`config.mk`:
```
export PLATFORM = sky130hd
export DESIGN_NAME = fm_bram_1_row_packer_flat
export DESIGN_NICKNAME = d
export VERILOG_FILES = /design/src/rtl/fm_bram_1_row_packer_if.sv /design/src/rtl/fm_bram_1_row_packer.sv /design/src/flat_wrapper.sv
export SDC_FILE = /design/constraint.sdc
export NUM_CORES = 2
export LEC_CHECK = 0
export CAP_MARGIN = 20
export CORE_AREA = 2 2 419 421
export CTS_CLUSTER_SIZE = 20
export DETAILED_ROUTE_END_ITERATION = 16
export DIE_AREA = 0 0 421 423
export DONT_BUFFER_PORTS = 1
export GPL_TIMING_DRIVEN = 0
export PLACE_DENSITY = 0.64
export SLEW_MARGIN = 20
export SYNTH_ARGS = -nofsm -noshare
export SYNTH_HDL_FRONTEND = slang
export SYNTH_SLANG_ARGS = --single-unit
export TNS_END_PERCENT = 100
```
`constraint.sdc`:
```
create_clock -name clk -period 89.5 [get_ports clk]
set_input_delay 26.85 -clock clk [delete_from_list [all_inputs] [get_ports clk]]
set_output_delay 26.85 -clock clk [all_outputs]
set_load 0.03 [all_outputs]
```
`src/rtl/fm_bram_1_row_packer_if.sv`:
```
// Pixel-word stream between the conv/pool datapath (master) and the FM_BRAM_1 row packer (slave).
interface fm_bram_1_row_packer_if #(
    parameter int DATA_W = 32
) ();
    logic              in_valid;
    logic [DATA_W-1:0] in_data;
    logic              in_ready;

    modport master (output in_valid, output in_data, input  in_ready);
    modport slave  (input  in_valid, input  in_data, output in_ready);
endinterface

```
`src/rtl/fm_bram_1_row_packer.sv`:
```
// Packs ROW_W/DATA_W consecutive pixel words into one FM_BRAM_1 row and writes a frame of
// num_rows rows from base_addr through port A, one single-cycle write strobe per row.
module fm_bram_1_row_packer #(
    parameter int DATA_W = 32,
    parameter int ROW_W  = 1024,
    parameter int ADDR_W = 7
) (
    input  logic                clk,
    input  logic                rst,
    input  logic                start,
    input  logic [ADDR_W-1:0]   base_addr,
    input  logic [ADDR_W:0]     num_rows,
    fm_bram_1_row_packer_if.slave in_s,
    output logic                busy,
    output logic                done,
    output logic                bram_ena,
    output logic                bram_wea,
    output logic [ADDR_W-1:0]   bram_addra,
    output logic [ROW_W-1:0]    bram_dina
);
    localparam int WPR   = ROW_W / DATA_W;
    localparam int IDX_W = (WPR > 1) ? $clog2(WPR) : 1;

    typedef enum logic [1:0] {IDLE, FILL, FLUSH} state_t;

    state_t              state_reg, state_next;
    logic [IDX_W-1:0]    word_idx_reg;
    logic [ADDR_W:0]     row_idx_reg;
    logic [ADDR_W:0]     num_rows_reg;
    logic [ADDR_W-1:0]   base_reg;
    logic [ROW_W-1:0]    row_buf_reg;
    logic [ROW_W-1:0]    row_full;
    logic                ena_reg;
    logic                done_reg;
    logic [ADDR_W-1:0]   addra_reg;
    logic [ROW_W-1:0]    dina_reg;
    logic [WPR-1:0]      word_we;

    logic                in_ready_c;
    logic                busy_c;
    logic                start_ok;
    logic                accept;
    logic                word_last;
    logic                row_last;

    assign word_last = (word_idx_reg == IDX_W'(WPR - 1));
    assign row_last  = (row_idx_reg == (num_rows_reg - (ADDR_W+1)'(1)));

    always_ff @(posedge clk or posedge rst) begin
        if (rst) begin
            state_reg <= IDLE;
        end else begin
            state_reg <= state_next;
        end
    end

    always_comb begin
        state_next = state_reg;
        in_ready_c = 1'b0;
        busy_c     = 1'b0;
        start_ok   = 1'b0;
        accept     = 1'b0;
        case (state_reg)
            IDLE: begin
                start_ok = start;
                if (start && (num_rows != '0)) begin
                    state_next = FILL;
                end
            end
            FILL: begin
                in_ready_c = 1'b1;
                busy_c     = 1'b1;
                accept     = in_s.in_valid;
                if (in_s.in_valid && word_last && row_last) begin
                    state_next = FLUSH;
                end
            end
            FLUSH: begin
                busy_c     = 1'b1;
                state_next = IDLE;
            end
            default: begin
                state_next = IDLE;
            end
        endcase
    end

    // The incoming word is merged into its lane here, so the completed row (including the
    // last word) is available in the same cycle it is accepted.
    generate
        for (genvar gi = 0; gi < WPR; gi++) begin : g_lane
            assign word_we[gi] = accept && (word_idx_reg == IDX_W'(gi));
            assign row_full[gi*DATA_W +: DATA_W] =
                word_we[gi] ? in_s.in_data : row_buf_reg[gi*DATA_W +: DATA_W];
        end
    endgenerate

    always_ff @(posedge clk or posedge rst) begin
        if (rst) begin
            word_idx_reg <= '0;
            row_idx_reg  <= '0;
            num_rows_reg <= '0;
            base_reg     <= '0;
            row_buf_reg  <= '0;
            ena_reg      <= 1'b0;
            done_reg     <= 1'b0;
            addra_reg    <= '0;
            dina_reg     <= '0;
        end else begin
            ena_reg  <= 1'b0;
            done_reg <= 1'b0;
            if (start_ok) begin
                base_reg     <= base_addr;
                num_rows_reg <= num_rows;
                word_idx_reg <= '0;
                row_idx_reg  <= '0;
                if (num_rows == '0) begin
                    done_reg <= 1'b1;
                end
            end
            if (accept) begin
                row_buf_reg <= row_full;
                if (word_last) begin
                    word_idx_reg <= '0;
                    row_idx_reg  <= row_idx_reg + (ADDR_W+1)'(1);
                    ena_reg      <= 1'b1;
                    // Address arithmetic is ADDR_W wide, so rows wrap from the top back to 0.
                    addra_reg    <= base_reg + row_idx_reg[ADDR_W-1:0];
                    dina_reg     <= row_full;
                end else begin
                    word_idx_reg <= word_idx_reg + IDX_W'(1);
                end
            end
            if (state_reg == FLUSH) begin
                done_reg <= 1'b1;
            end
        end
    end

    assign in_s.in_ready = in_ready_c;
    assign busy          = busy_c;
    assign done          = done_reg;
    assign bram_ena      = ena_reg;
    assign bram_wea      = ena_reg;
    assign bram_addra    = addra_reg;
    assign bram_dina     = dina_reg;
endmodule

```
`src/flat_wrapper.sv`:
```
// flat-port wrapper written by rule: the top's interface ports become plain ports
module fm_bram_1_row_packer_flat 
#(
    parameter int DATA_W = 32,
    parameter int ROW_W  = 1024,
    parameter int ADDR_W = 7
)
  (clk, rst, start, base_addr, num_rows, busy, done, bram_ena, bram_wea, bram_addra, bram_dina, in_s_in_valid, in_s_in_data, in_s_in_ready);
  fm_bram_1_row_packer_if #(.DATA_W(DATA_W)) in_s_i ();
  input  logic clk;
  input  logic rst;
  input  logic start;
  input  logic [ADDR_W-1:0] base_addr;
  input  logic [ADDR_W:0] num_rows;
  output logic busy;
  output logic done;
  output logic bram_ena;
  output logic bram_wea;
  output logic [ADDR_W-1:0] bram_addra;
  output logic [ROW_W-1:0] bram_dina;
  input wire logic [$bits(in_s_i.in_valid)-1:0] in_s_in_valid;
  input wire logic [$bits(in_s_i.in_data)-1:0] in_s_in_data;
  output wire logic [$bits(in_s_i.in_ready)-1:0] in_s_in_ready;
  assign in_s_i.in_valid = in_s_in_valid;
  assign in_s_i.in_data = in_s_in_data;
  assign in_s_in_ready = in_s_i.in_ready;
  fm_bram_1_row_packer #(.DATA_W(DATA_W), .ROW_W(ROW_W), .ADDR_W(ADDR_W)) u_core (.clk(clk), .rst(rst), .start(start), .base_addr(base_addr), .num_rows(num_rows), .in_s(in_s_i), .busy(busy), .done(done), .bram_ena(bram_ena), .bram_wea(bram_wea), .bram_addra(bram_addra), .bram_dina(bram_dina));
endmodule
```
==> impl_results.md <==
* Synthesis Warnings at 0
* Clock buffer depth at 3
* Simple logic cell fraction of the synthesized area at between 10 and 15%
* HP Class: reg2reg
* Synth Area in Adders at 0.3157%
* Initial antenna violation count at 29
* Number of flops mapped to enable cells by yosys at 0
* Hold-fix buffers at CTS at 0
* Worst EP required at approximately 90 ns
* Least-Margin Pin Slew at approximately 1.2 ns
* Largest net degree at the start of global routing at 110
* Placed Area at 81280 um2
* Post-synthesis mux area share at approximately a fifth
* Die area at roughly 180000 um2
* Synth area leaders: dfrtp_1, mux2_2, nand2_1, mux2_1, clkbuf_1
* Iteration-0 DRC Markers at between 3000 and 4000
* GPL Wtd Cong at 0.8854
* Hold Vio Cnt, Final at 0
* Clock Pin Slew Worst Setup and Hold Paths at around 0.06 ns
* Fin crit share at 32.89%
* Unrepaired setup endpoints after global routing: false
* Total chip power at 2029 uW
* CTS tree: built
* Vias in the first global route at between 40000 and 50000
* Wire per inst at 29.61 um
* Register area share after synthesis at approximately two thirds
* 1st-pass router iterations at 5
* Critical Path AT at about 30 ns
* Area delta synth->final at 13.78%
* # H-tree levels at 4
* Root Buffer: clkbuf_16
* Via count at approximately 47000
* Row cnt at between 150 and 200
* Setup violators final at 0
* Asr flop ratio synth at 100.0%
* Pre-CTS setup slack at 58.99 ns
* Max-slew violations at 0
* Peak supply drop at 17.15 uV
* Max cap viols at 0
* Post-CTS Resized at 0
* Max FFs per register at 1024
* Mapped Cells at between 5000 and 6000
* Post-DP HPWL at about 190 mm
* PwrDens at between 20 and 25 nW/um2
* Ports at 1087
* # DRC at 0
* Area of the mapped netlist at roughly 78000 um2
* Vias per inst at ~5.3
* First-pass GRT wire length at between 300 and 400 mm
* Initial core utilization at 44.83%
* Top-count cell post-synth: dfrtp_1
* Max-slew headroom at between 20% and 30%
* Post-synth top cells: dfrtp_1, nand2_1, mux2_2
* CP endpoint kind: async pin
* FMAX at approximately 0.034 GHz
* WL final at approximately 260 mm
* Fin area at roughly 88000 um2
* Post-synth top flop: dfrtp_1
* Width of the die at between 400 and 500 um
* Total gr overflow at 0
* Post-synthesis compound-gate area fraction at less than 1%
* GRT Total Usage at between 20% and 30%
* Critical path peak fanout at approximately 100
* Fin nets at between 6000 and 7000
* Count of input and output buffers at 0
* Post-CTS Setup Inserts at 0
* Post-route setup slack at ~60 ns
* Antenna Violating Nets Remaining at 0
* Final min period at around 29 ns
* Mean area per synthesized cell at ~13 um2
* Xor and xnor area share after synthesis at less than 1%
* Type of origin of the critical path: input port
* Post-synth top area cell: dfrtp_1
* Num CTS Buffers at slightly above 200
* Synth Register Bits at between 2000 and 2500
* Setup TNS at 0 ns
* Worst-Skew Late Latency at around 0.88 ns
* Syn Nets at ~6000
* Area of the core at around 170000 um2
* Top cell type's share of synthesized area at 66.21%
* Share of cells above drive strength 1 at between 20% and 30%
* Main combinational cell family by area after synthesis: multiplexers
* Internal reg-to-reg setup slack at about 85 ns
* Hold slack at 0.4840 ns
* TritonCTS Sinks at just over 2000
* Fin Clk Skew at 0.05122 ns
* Status: complete, no violations
* Critical path class: in2async
* Chip height at ~420 um
* Total leakage power at around 0.047 uW
* Yosys cell types at 47
## metal layers
layer | up-vias | wire length, um | global-route usage [%]
li1 | 19997 | - | -
met1 | 24487 | 97120 | 34.20
met2 | 1585 | 125000 | 47.26
met3 | 462 | 20590 | 8.718
met4 | 2 | 15480 | 15.47
met5 | - | 13 | 0
## worst max-delay path, cell delays in order
cell    delay (ns)
inv_8         0.27
buf_16        0.38
buf_16        0.41
buf_16        0.40
buf_16        0.43
buf_16        0.42
buf_16        0.41
buf_16        0.45
## logic make-up (layout without fill, tap and decap cells)
logic type               count (synthesis)  count (layout)
AO/OA/AOI/OAI                           48              48
XOR/XNOR                                14              14
adder cells (fa/ha/maj)                 19              19
buffers and inverters                  408             815
flip-flops                            2055            2055
multiplexers                          1393            1393
other                                    0              17
AND/OR/NAND/NOR                       2034            2034
## cell usage in the layout (no fill, tap or decap), drive strengths merged, types with 3 or more instances in the layout
cell type  instances
nand2           1960
nand3              9
diode             17
mux2            1392
a31oi              3
nor4               4
inv               29
buf              223
bufinv            11
xor2               8
a21oi              8
ha                18
nor3               5
and3               4
nand2b             5
xnor2              6
o21ai             25
clkbuf           509
nor2              32
clkinv            41
dfrtp           2055
nand4              7
## through the flow
stage | std cells | utilization, %
2_1_floorplan | 5971 | -
4_1_cts | 8701 | 50.97
5_1_grt | 8710 | 51.00
6_report | 8720 | 51.01
3_5_place_dp | 8321 | 46.92
3_3_place_gp | 8296 | 46.51
## where the power goes
part	internal (uW)	switching [uW]	total, uW
combinational	59.9	82.3	142
clock	512	378	889
sequential	981	16.4	997
## final cells by class
class | count | area, um2
clock inverters | 65 | 809.5
multi-input cells | 3508 | 24280
flip-flops and latches | 2055 | 51420
diodes | 17 | 42.54
repair buffers | 27 | 698.2
plain buffers | 390 | 1917
fillers | 14965 | 84870
clock buffers | 315 | 6217
inverters | 18 | 75.07
well taps | 2325 | 2909
## final timing paths
path | from | end | cells past startpoint
max in group clk | in_s_in_valid | u_core.bram_dina[128]$_DFFE_PP0P_ | 9
min in group asynchronous | rst | u_core.bram_dina[769]$_DFFE_PP0P_ | 1
min reg2reg | u_core.row_buf_reg[230]$_DFFE_PP0P_ | u_core.row_buf_reg[230]$_DFFE_PP0P_ | 1
min | u_core.row_buf_reg[230]$_DFFE_PP0P_ | u_core.row_buf_reg[230]$_DFFE_PP0P_ | 1
max reg2reg | u_core.state_reg[1]$_DFFE_PP0P_ | u_core.bram_dina[128]$_DFFE_PP0P_ | 11
max | rst | u_core.bram_dina[187]$_DFFE_PP0P_ | 8
Note: power is estimated with default switching activity, not from simulation.
